## src/rtl/gray_conv_arbiter.sv

```systemverilog
// gray_conv_arbiter: two-requester round-robin front end feeding one shared
// binary-to-Gray converter. A grant latches the winner's operand; the result
// appears one clock later with a one-cycle dvalid pulse and the owner's id.
module gray_conv_arbiter #(
    parameter int WIDTH = 4
) (
    input  logic             clk,
    input  logic             rst_n,
    input  logic             req0,
    input  logic [WIDTH-1:0] din0,
    input  logic             req1,
    input  logic [WIDTH-1:0] din1,
    output logic             gnt0,
    output logic             gnt1,
    output logic [WIDTH-1:0] dout,
    output logic             dvalid,
    output logic             did,
    output logic             busy,
    output logic [7:0]       cnt
);

    typedef enum logic [0:0] {
        IDLE = 1'b0,
        CONV = 1'b1
    } state_t;

    // Binary to reflected Gray code.
    function automatic logic [WIDTH-1:0] gray_f(input logic [WIDTH-1:0] bin);
        return bin ^ (bin >> 1);
    endfunction

    state_t           state_r;
    logic [WIDTH-1:0] op_r;
    logic             id_r;
    logic             last_r;
    logic             gnt0_r;
    logic             gnt1_r;
    logic [WIDTH-1:0] dout_r;
    logic             dvalid_r;
    logic             did_r;
    logic [7:0]       cnt_r;

    logic             win_any_s;
    logic             win_id_s;
    logic [WIDTH-1:0] win_din_s;

    // Arbitration: lone requester wins; on a tie the one not served last wins.
    always_comb begin
        win_any_s = req0 | req1;
        win_id_s  = 1'b0;
        if (req0 && req1) begin
            win_id_s = ~last_r;
        end else if (req1) begin
            win_id_s = 1'b1;
        end else begin
            win_id_s = 1'b0;
        end
        if (win_id_s) begin
            win_din_s = din1;
        end else begin
            win_din_s = din0;
        end
    end

    // Control FSM with registered grants, result, id and saturating count.
    always_ff @(posedge clk) begin
        if (!rst_n) begin
            state_r  <= IDLE;
            op_r     <= {WIDTH{1'b0}};
            id_r     <= 1'b0;
            last_r   <= 1'b1;
            gnt0_r   <= 1'b0;
            gnt1_r   <= 1'b0;
            dout_r   <= {WIDTH{1'b0}};
            dvalid_r <= 1'b0;
            did_r    <= 1'b0;
            cnt_r    <= 8'd0;
        end else begin
            case (state_r)
                IDLE: begin
                    dvalid_r <= 1'b0;
                    if (win_any_s) begin
                        op_r    <= win_din_s;
                        id_r    <= win_id_s;
                        last_r  <= win_id_s;
                        gnt0_r  <= ~win_id_s;
                        gnt1_r  <= win_id_s;
                        state_r <= CONV;
                    end else begin
                        gnt0_r  <= 1'b0;
                        gnt1_r  <= 1'b0;
                        state_r <= IDLE;
                    end
                end
                CONV: begin
                    // Requests are ignored here; a held req re-arbitrates in IDLE.
                    gnt0_r   <= 1'b0;
                    gnt1_r   <= 1'b0;
                    dout_r   <= gray_f(op_r);
                    did_r    <= id_r;
                    dvalid_r <= 1'b1;
                    if (cnt_r != 8'hFF) begin
                        cnt_r <= cnt_r + 8'd1;
                    end else begin
                        cnt_r <= cnt_r;
                    end
                    state_r <= IDLE;
                end
                default: begin
                    gnt0_r   <= 1'b0;
                    gnt1_r   <= 1'b0;
                    dvalid_r <= 1'b0;
                    state_r  <= IDLE;
                end
            endcase
        end
    end

    assign gnt0   = gnt0_r;
    assign gnt1   = gnt1_r;
    assign dout   = dout_r;
    assign dvalid = dvalid_r;
    assign did    = did_r;
    assign cnt    = cnt_r;
    assign busy   = (state_r == CONV);

endmodule

```

## config.mk

```make
export PLATFORM = sky130hd
export DESIGN_NAME = gray_conv_arbiter
export DESIGN_NICKNAME = d
export VERILOG_FILES = /design/src/rtl/gray_conv_arbiter.sv
export SDC_FILE = /design/constraint.sdc
export NUM_CORES = 1
export LEC_CHECK = 0
export CORE_ASPECT_RATIO = 1.2
export CORE_UTILIZATION = 35
export CTS_CLUSTER_SIZE = 16
export DETAILED_ROUTE_END_ITERATION = 7
export PLACE_DENSITY = 0.7
export SLEW_MARGIN = 20
export SYNTH_ARGS = -nofsm -noshare
export SYNTH_HDL_FRONTEND = slang
export SYNTH_SLANG_ARGS = --single-unit
```

## constraint.sdc

```tcl
create_clock -name clk -period 1.6 [get_ports clk]
set_clock_uncertainty 0.15 [all_clocks]
set_input_delay 0.32 -clock clk [delete_from_list [all_inputs] [get_ports clk]]
set_output_delay 0.32 -clock clk [all_outputs]
set_load 0.05 [all_outputs]
```

Word-level counts from Yosys, hierarchy flattened --
Index checks and enable logic that the tools add are counted.
Storage, ports and cells: flip-flop bits (word level) 23, input bits 12, output and inout bits 17, word-level logic and storage cells 30
Operators by class: add/sub/neg operators 1, equal/unequal tests 1, muxes and demuxes 10, bitwise operators 5, reductions and logical operators 3
Operators with widths (number):
- $add A8 B1 Y8 const B | 1
- $ne A8 B8 Y1 const B | 1
- $pmux W1 S2 | 4
- $mux W1 | 5
- $mux W4 | 1
- $reduce_and A2 Y1 | 2
- $xor A4 B3 Y4 | 1
- $not A1 Y1 | 3
- $logic_and A1 B1 Y1 | 1
- $or A1 B1 Y1 | 1

Logic depth before layout (Yosys ltp) --
Gate-level depths: netlist of the first run.
depth after elaboration 5, depth in mapped cells 5, gate-level depth less buffers 4

Worst setup path after synthesis of the first run --
Ideal clock, no wire load.
path kind register to register, start point reg cnt_r[0] (netlist: cnt[0]), end point reg cnt_r[6] (netlist: cnt[6]), setup time 0.116 ns, data arrival time 1.676 ns, required time 1.334 ns, path slack -0.342 ns, stages on the path, launching flop included 5, path buffers 0, period minus slack after synthesis 1.942 ns, cells stage by stage dfxtp_1 -> ha_1 -> nand3_2 -> or4b_1 -> o211a_1
Between the ends: cells in the longest elaborated chain, start to end 2, elaborated cells on any way between the ends 3, classes of those cells add/sub: 1; eq/ne: 1; reduce/logical: 1
RTL lines:
- start: declaration | line 41 | logic [7:0] cnt_r;
- start signal: assignment | line 103 | cnt_r <= cnt_r + 8'd1;
- start signal: assignment | line 105 | cnt_r <= cnt_r;
- parallel branches: the longest is 2 deep, another holds $add A8 B1 Y8
Parallel ways; which one is timed is not known. A chain may end at the register's enable or synchronous reset.

Worst setup path after layout of the first run --
Ends and elaborated chain as after synthesis.

==> results.sh, run 1 <==
export IMPL_overflow=0
export IMPL_cts_resized=0
export IMPL_rsz0062_at_grt="no"
export IMPL_setup_ws_ns=0.0783
export IMPL_cts_buffers=3
export IMPL_ys_types=31
export IMPL_ys_warn_count=0
export IMPL_power_density_nw_per_um2=768
export IMPL_cts_hold_buf=0
export IMPL_drive_above_1_share_pct=30.7
export IMPL_final_cell_mix="buf_12, dfxtp_1, clkdlybuf4s50_1, mux2i_1, a21oi_1"
export IMPL_core_area_um2=2630
export IMPL_root_buffer="clkbuf_4"
export IMPL_cts_tree="yes"
export IMPL_hpwl_um=1620
export IMPL_die_x_um=51
export IMPL_rows=20
export IMPL_grtUsageTotal_pct=15.3
export IMPL_cp_data_arrival_time_ns=1.60
export IMPL_clk_pin_slew_worst_paths_ns=0.13
export IMPL_crit_type="reg2reg"
export IMPL_antenna_left=0
export IMPL_drv_cap=0
export IMPL_crit_path_start_kind="flip-flop"
export IMPL_antenna_found_initial=0
export IMPL_grt_pass1_wl_um=3480
export IMPL_drc=0
export IMPL_antenna_cells=0
export IMPL_relSlewSlack_pct=81.5
export IMPL_layout_commonest_cell="buf_12"
export IMPL_dieArea_um2=3100
export IMPL_dpl_worst_slack_ns=-0.108
export IMPL_first_pass_iters=3
export IMPL_syn_nets=118
export IMPL_grt_max_degree=14
export IMPL_cts_num_sinks=23
export IMPL_worst_skew_pair_late_latency_ns=0.31
export IMPL_io_pins=29
export IMPL_viasPerCell=5.02
export IMPL_tns_ns=0
export IMPL_post_route_period_util_pct=95.1
export IMPL_finalSetupViolations=0
export IMPL_first_iter_violations=2
export IMPL_endpoint_kind="flip-flop"
export IMPL_finalCriticalPeriod_ns=1.52
export IMPL_status="complete, no violations"
export IMPL_reg2reg_slack_ns=0.08
export IMPL_leakage_nw=0.597
export IMPL_post_cts_buffers=0
export IMPL_peakVddDrop_mv=0.537
export IMPL_cp_data_required_time_ns=1.67
export IMPL_ctsHtreeMaxLevel=1
export IMPL_layout_nets=151
export IMPL_tightest_slew_ns=0.278
export IMPL_synthCells=105
export IMPL_fmax_mhz=657
export IMPL_finalHoldViolations=0
export IMPL_min_path_type="reg2reg"
export IMPL_start_util_pct=38.4
export IMPL_port_buffer_count=28
export IMPL_yosysSeqAreaShare_pct=45.7
export IMPL_clockBufferDepth=2
export IMPL_avgSynthCellArea_um2=9.60
export IMPL_wl_per_cell_um=11.9
export IMPL_gp_congestion=0.791
export IMPL_vias=854
export IMPL_fp_dieH_um=60.8
export IMPL_drt_total_wl_um=2030
export IMPL_synth_area_um2=1010
export IMPL_area_delta_synth_final_pct=55.5
export IMPL_report_final_slew_viol_count=0
export IMPL_worst_path_max_fanout=6
export IMPL_ys_ff_latch=23
export IMPL_power_mw=1.20
export IMPL_grt_pass1_vias=808
==> worst paths after layout <==
check | from | to | cells past startpoint
setup / recovery | cnt[0] | cnt[6] | 4
hold / removal | id_r | id_r | 2
setup reg to reg | cnt[0] | cnt[6] | 4
hold reg to reg | id_r | id_r | 2
==> per-layer routing <==
layer	up-vias	GRT usage, %	part of all wire, %
li1	440	-	-
met1	393	16.2	41
met3	0	3.01	3.9
met2	21	29.5	55
met5	-	0	0
met4	0	5.95	0
==> final cells by class <==
| class | instances | area, um^2 |
|---|---|---|
| inverter | 1 | 3.75 |
| clock buffer | 3 | 22.5 |
| clock inverter | 1 | 5.00 |
| timing repair buffer | 34 | 495 |
| tap | 33 | 41.3 |
| sequential | 23 | 477 |
| fill | 249 | 1060 |
| multi-input combinational | 75 | 523 |
==> registers in the layout, summed over array words and instances, names as in the netlist <==
signal	count
busy	1
cnt	8
did	1
dout	4
dvalid	1
gnt0	1
gnt1	1
id_r	1
last_r	1
op_r	4
==> kinds of logic after synthesis <==
| group | share of synthesized area (%) |
|---|---|
| buffers and inverters | 3.72 |
| flip-flops | 45.7 |
| adder cells (fa/ha/maj) | 1.24 |
| XOR/XNOR | 2.61 |
| AND/OR/NAND/NOR | 19.2 |
| multiplexers | 9.93 |
| AO/OA/AOI/OAI | 17.6 |
==> report_power, final <==
group          leakage, nW  internal [mW]  switching (mW)
logic                0.387          0.155           0.133
registers            0.193          0.606          0.0417
clock network       0.0177         0.0933           0.176
==> synthesized netlist by cell type <==
cell,instances,area share [%]
inv_2,1,0.37
a21oi_1,10,5.0
a311oi_1,1,0.87
nand3_2,2,2.0
nand2b_1,5,3.1
mux2i_1,10,9.9
o211a_1,1,0.99
o21ba_2,1,0.99
buf_4,2,1.5
and2_1,2,1.2
o22ai_1,1,0.62
a21boi_2,2,2.2
xnor2_1,3,2.6
and2b_1,1,0.74
nor3_1,2,0.99
buf_2,3,1.5
nor2_1,7,2.6
a21boi_0,1,0.74
o21bai_1,1,0.74
ha_1,1,1.2
or4b_1,1,0.99
nand4_1,2,1.2
nor2b_1,1,0.62
a211oi_2,1,1.2
and4_1,2,1.7
nand2_1,9,3.3
and3_1,1,0.62
dfxtp_1,23,46
a211oi_1,3,2.2
clkbuf_1,1,0.37
o21ai_0,4,2.0
==> critical path, stage by stage, from the launching register on <==
cell     delay [ns]
dfxtp_4        0.42
ha_4           0.17
nand3_2        0.09
or4b_1         0.48
o211a_1        0.14
==> per-stage QoR <==
stage	util, %	hold WS (ns)	std cells	area [um^2]
2_1_floorplan	-	0.299	105	1040
3_3_place_gp	58.6	0.314	166	1540
3_5_place_dp	58.6	0.318	166	1540
4_1_cts	59.7	0.336	170	1570
5_1_grt	59.7	0.359	170	1570
6_report	59.7	0.336	170	1570
(Power assumes the default switching activity.)
==> run 2: changes to the inputs <==
CORE_MARGIN = 2   (was not set)
CORE_UTILIZATION = 30   (was 35)
PLACE_DENSITY = 0.63   (was 0.7)
SLEW_MARGIN = 30   (was 20)
==> run 2 against run 1 <==
Global-route usage fell by 3.8 points. Sequential share of layout area fell by 0.73 points. Maximum frequency fell by 0.44%. Sequential power fell by 0.8%. Combinational power rose by 2%.
==> results.sh, run 2 (same netlist as run 1, synthesis figures left out) <==
export IMPL_cp_data_arrival_time_ns=1.54
export IMPL_rows=23
export IMPL_layout_nets=153
export IMPL_cts_num_sinks=23
export IMPL_first_pass_iters=4
export IMPL_layout_commonest_cell="buf_12"
export IMPL_leakage_nw=0.616
export IMPL_max_stage_delay_ns=0.49
export IMPL_grtUsageTotal_pct=11.4
export IMPL_p_int_mw=0.936
export IMPL_peakVddDrop_mv=0.488
export IMPL_stdcell_area_um2=1610
export IMPL_relSlewSlack_pct=79.6
export IMPL_overflow=0
export IMPL_final_core_util_pct=49.0
export IMPL_crit_type="reg2reg"
export IMPL_io_pins=29
export IMPL_rsz0062_at_grt="no"
export IMPL_pwr_share_seq_pct=49.7
export IMPL_worst_path_max_fanout=6
export IMPL_port_buffer_count=28
export IMPL_clk_pin_slew_worst_paths_ns=0.08
export IMPL_num_fill_cells=320
export IMPL_final_cell_mix="buf_12, dfxtp_1, clkdlybuf4s50_1, mux2i_1, a21oi_1"
export IMPL_fp_dieH_um=67.5
export IMPL_worst_skew_pair_late_latency_ns=0.26
export IMPL_drt_total_wl_um=2100
export IMPL_crit_path_start_kind="flip-flop"
export IMPL_viasPerCell=4.87
export IMPL_status="complete, no violations"
export IMPL_worstPathCellList="ha_4, nand3_2, or4b_1, o211a_1"
export IMPL_root_buffer="clkbuf_8"
export IMPL_area_delta_synth_final_pct=59.3
export IMPL_grt_pass1_vias=797
export IMPL_report_final_slew_viol_count=0
export IMPL_post_route_period_util_pct=95.5
export IMPL_finalCriticalPeriod_ns=1.53
export IMPL_hpwl_um=1610
export IMPL_die_x_um=56.9
export IMPL_power_density_nw_per_um2=804
export IMPL_vias=857
export IMPL_dpl_instance_area_um2=1550
export IMPL_cts_tree="yes"
export IMPL_antenna_left=0
export IMPL_min_path_type="reg2reg"
export IMPL_largest_reg_flops=8
export IMPL_wl_per_cell_um=11.9
export IMPL_multi_input_area_um2=523
export IMPL_cts_buffers=3
export IMPL_clockBufferDepth=2
export IMPL_p_clk_share_pct=27.5
export IMPL_drive_above_1_share_pct=31.7
export IMPL_first_iter_violations=13
export IMPL_dieArea_um2=3840
export IMPL_gp_congestion=0.762
export IMPL_antenna_found_initial=0
export IMPL_grt_max_degree=14
export IMPL_tightest_slew_ns=0.307
export IMPL_endpoint_kind="flip-flop"
export IMPL_drv_cap=0
export IMPL_start_util_pct=30.7
export IMPL_finalHoldViolations=0
export IMPL_worst_hold_slack_ns=0.330
export IMPL_ctsHtreeMaxLevel=1
export IMPL_antenna_cells=0
export IMPL_drc=0
export IMPL_crit_path_top_delay_cell="or4b_1"
export IMPL_finalSetupViolations=0
export IMPL_path_delay_family="simple AND/OR/NAND/NOR gates"
export IMPL_critPathBufInv=0
export IMPL_ff_latch_area_um2=477
export IMPL_combPwrFrac_pct=22.8
export IMPL_cp_data_required_time_ns=1.61
export IMPL_netSwitchingPower_mw=0.356
export IMPL_fmax_mhz=654
export IMPL_swShare_pct=27.5
export IMPL_grt_pass1_wl_um=3450
export IMPL_core_area_um2=3280
export IMPL_cts_hold_buf=0
-- run 2: worst register-to-register path: cells and delay by family (launching register included) --
family | cells | cell delay (ns)
and+or+nand+nor | 2 | 0.60
DFF | 1 | 0.39
adders and majority gates | 1 | 0.16
AOI/OAI and AO/OA | 1 | 0.14
-- run 2: final cells by class --
| cell class | count | share of cell area, % |
|---|---|---|
| multi-input cells | 75 | 32.6 |
| clock inverters | 1 | 0.312 |
| inverters | 1 | 0.234 |
| clock buffers | 3 | 2.57 |
| flip-flops and latches | 23 | 29.7 |
| repair buffers | 36 | 31.8 |
| well taps | 37 | 2.88 |
-- run 2: what timing repair did --
action,4_1_cts,5_1_grt
gates resized for setup,0,0
setup endpoints to repair,0,1
buffers inserted,0,2
-- run 2: power groups by stage --
stage	Sequential [mW]	Clock [mW]	Combinational, mW
CTS	0.645	0.364	0.290
floorplan	0.708	0	0.0964
detailed placement	0.658	0	0.290
global route	0.647	0.390	0.317
global placement	0.657	0	0.285
finish	0.642	0.355	0.295
-- run 2: path summary, 6_finish.rpt --
| check | slack (ns) | from | end | cells past startpoint |
|---|---|---|---|---|
| max | 0.07 | cnt[0] | cnt[6] | 4 |
| min | 0.33 | id_r | id_r | 2 |
| max reg2reg | 0.07 | cnt[0] | cnt[6] | 4 |
| min reg2reg | 0.33 | id_r | id_r | 2 |
-- run 2: stage by stage --
step                power [mW]  worst slack (ns)  std cells  setup TNS (ns)
global route              1.35           0.00120        176               0
CTS                       1.30            0.0491        174               0
floorplan                0.805            0.0393        105               0
detailed placement       0.947           -0.0816        170          -0.363
global placement         0.942           -0.0512        170          -0.202
finish                    1.29            0.0716        176               0
-- run 2: metal layers --
metal	part of all wire, %	global-route usage [%]	up-vias
li1	-	-	439
met1	45	12.6	388
met2	48	21.4	26
met3	5.1	1.92	4
met4	1.6	5.23	0
met5	0	0	-
==> run 3: changes to the inputs <==
PLACE_DENSITY = 0.61   (was 0.63)
TNS_END_PERCENT = 30   (was not set)
clock period = 1.95 ns   (was 1.6 ns; I/O delays follow)
==> run 3 against run 2 <==
Sequential power decreased by 19%. Total power decreased by 22%. Critical path depth unchanged. Maximum frequency decreased by 9.2%. First-iteration DRC count increased by 31%. Setup slack improved by 0.19 ns. Die area unchanged. Design area decreased by 16%. Count of clock-buffer cells in the layout increased by 1. Critical path type unchanged. Largest cell class unchanged. Largest power group unchanged. Highest routed layer is now met3.
==> results.sh, run 3 (same netlist as run 1, synthesis figures left out) <==
export IMPL_r2r_cells=4
export IMPL_num_fill_cells=354
export IMPL_tns_ns=0
export IMPL_core_area_um2=3280
export IMPL_rows=23
export IMPL_port_buffer_count=28
export IMPL_finalCriticalPeriod_ns=1.68
export IMPL_endpoint_kind="flip-flop"
export IMPL_cts_resized=0
export IMPL_grt_max_degree=13
export IMPL_viasPerCell=4.95
export IMPL_first_iter_violations=17
export IMPL_post_cts_buffers=0
export IMPL_multi_input_area_um2=510
export IMPL_cts_num_sinks=23
export IMPL_drc=0
export IMPL_worst_path_max_fanout=6
export IMPL_antenna_left=0
export IMPL_finalHoldViolations=0
export IMPL_layout_commonest_cell="dfxtp_1"
export IMPL_antenna_cells=0
export IMPL_min_path_type="reg2reg"
export IMPL_die_x_um=56.9
export IMPL_crit_path_start_kind="flip-flop"
export IMPL_gp_congestion=0.687
export IMPL_largest_reg_flops=8
export IMPL_status="complete, no violations"
export IMPL_worst_skew_pair_late_latency_ns=0.26
export IMPL_cp_data_required_time_ns=1.96
export IMPL_grt_pass1_vias=865
export IMPL_rsz0062_at_grt="no"
export IMPL_fp_dieH_um=67.5
export IMPL_leakage_nw=0.544
export IMPL_report_final_slew_viol_count=0
export IMPL_timing_rr_start="cnt[0]"
export IMPL_cts_hold_buf=0
export IMPL_reg2reg_slack_ns=0.27
export IMPL_root_buffer="clkbuf_8"
export IMPL_post_route_period_util_pct=86.3
export IMPL_cp_endpoint="cnt[6]"
export IMPL_grtUsageTotal_pct=11.7
export IMPL_finalSetupViolations=0
export IMPL_cts_tree="yes"
export IMPL_vias=851
export IMPL_crit_type="reg2reg"
export IMPL_overflow=0
export IMPL_final_cell_mix="dfxtp_1, buf_4, clkdlybuf4s50_1, mux2i_1, a21oi_1"
export IMPL_clk_pin_slew_worst_paths_ns=0.08
export IMPL_area_delta_synth_final_pct=33.5
export IMPL_tightest_slew_ns=0.377
export IMPL_drive_above_1_share_pct=23.0
export IMPL_dpl_instance_area_um2=1300
export IMPL_stdcell_area_um2=1350
export IMPL_relSlewSlack_pct=74.7
export IMPL_cp_data_arrival_time_ns=1.69
export IMPL_r2r_end="cnt[6]"
export IMPL_drt_total_wl_um=2040
export IMPL_drv_cap=0
export IMPL_power_density_nw_per_um2=751
export IMPL_fmax_mhz=594
export IMPL_peakVddDrop_mv=0.331
export IMPL_io_pins=29
export IMPL_layout_nets=149
export IMPL_wl_per_cell_um=11.9
export IMPL_first_pass_iters=4
export IMPL_hpwl_um=1630
export IMPL_cts_buffers=3
export IMPL_ff_latch_area_um2=460
export IMPL_antenna_found_initial=0
export IMPL_ctsHtreeMaxLevel=1
export IMPL_clockBufferDepth=2
export IMPL_dieArea_um2=3840
export IMPL_grt_pass1_wl_um=3600
export IMPL_crit_start="cnt[0]"
export IMPL_start_util_pct=30.7
==> run 3: cell types whose count changed in the layout (fill, tap and decap cells not counted), sizes merged <==
| cell | delta |
|---|---|
| buf | -4 |
| clkbuf | +1 |
| clkinv | -1 |
==> run 3: worst max-delay path, cell delays in order (launching register included) <==
cell and delay, ns:
dfxtp_1 0.42, ha_1 0.28, nand3_2 0.12, or4b_1 0.48, o211a_1 0.14
==> run 3: layer usage <==
metal	vias to the layer above	part of all wire (%)	track usage, %	wire, um
met2	21	53	22.8	1090
met3	0	6.6	3.26	135
met5	-	0	0	0
met4	0	0	2.62	0
met1	401	40	12.4	817
li1	429	-	-	-
==> run 3: report_power, final <==
| part | switching, mW | internal, mW |
|---|---|---|
| Clock | 0.148 | 0.146 |
| Sequential | 0.0219 | 0.497 |
| Combinational | 0.111 | 0.0877 |
| Total | 0.281 | 0.730 |
==> run 3: worst min-delay path by stage <==
stage	startpoint	endpoint	cells past startpoint
final	dout[1]	dout[1]	2
after detailed placement	dout[1]	dout[1]	2
after CTS	dout[1]	dout[1]	2
after global placement	id_r	id_r	2
after floorplan	id_r	id_r	2
after global routing	dout[2]	dout[2]	2
==> run 3: stage by stage <==
stage	worst slack, ns	instances	power (mW)	hold slack, ns	util (%)
floorplan	0.00790	105	0.658	0.299	-
global placement	0.160	168	0.726	0.314	39.7
detailed placement	0.0702	168	0.731	0.334	39.7
CTS	0.279	172	1.02	0.347	41.0
global route	0.175	172	1.06	0.379	41.0
finish	0.266	172	1.01	0.342	41.0
==> run 3: cell type report <==
class	instances	area share (%)
inverter	1	0.279
multi-input combinational	75	37.9
clock buffer	4	3.35
tap	37	3.44
sequential	23	34.2
timing repair buffer	32	20.8
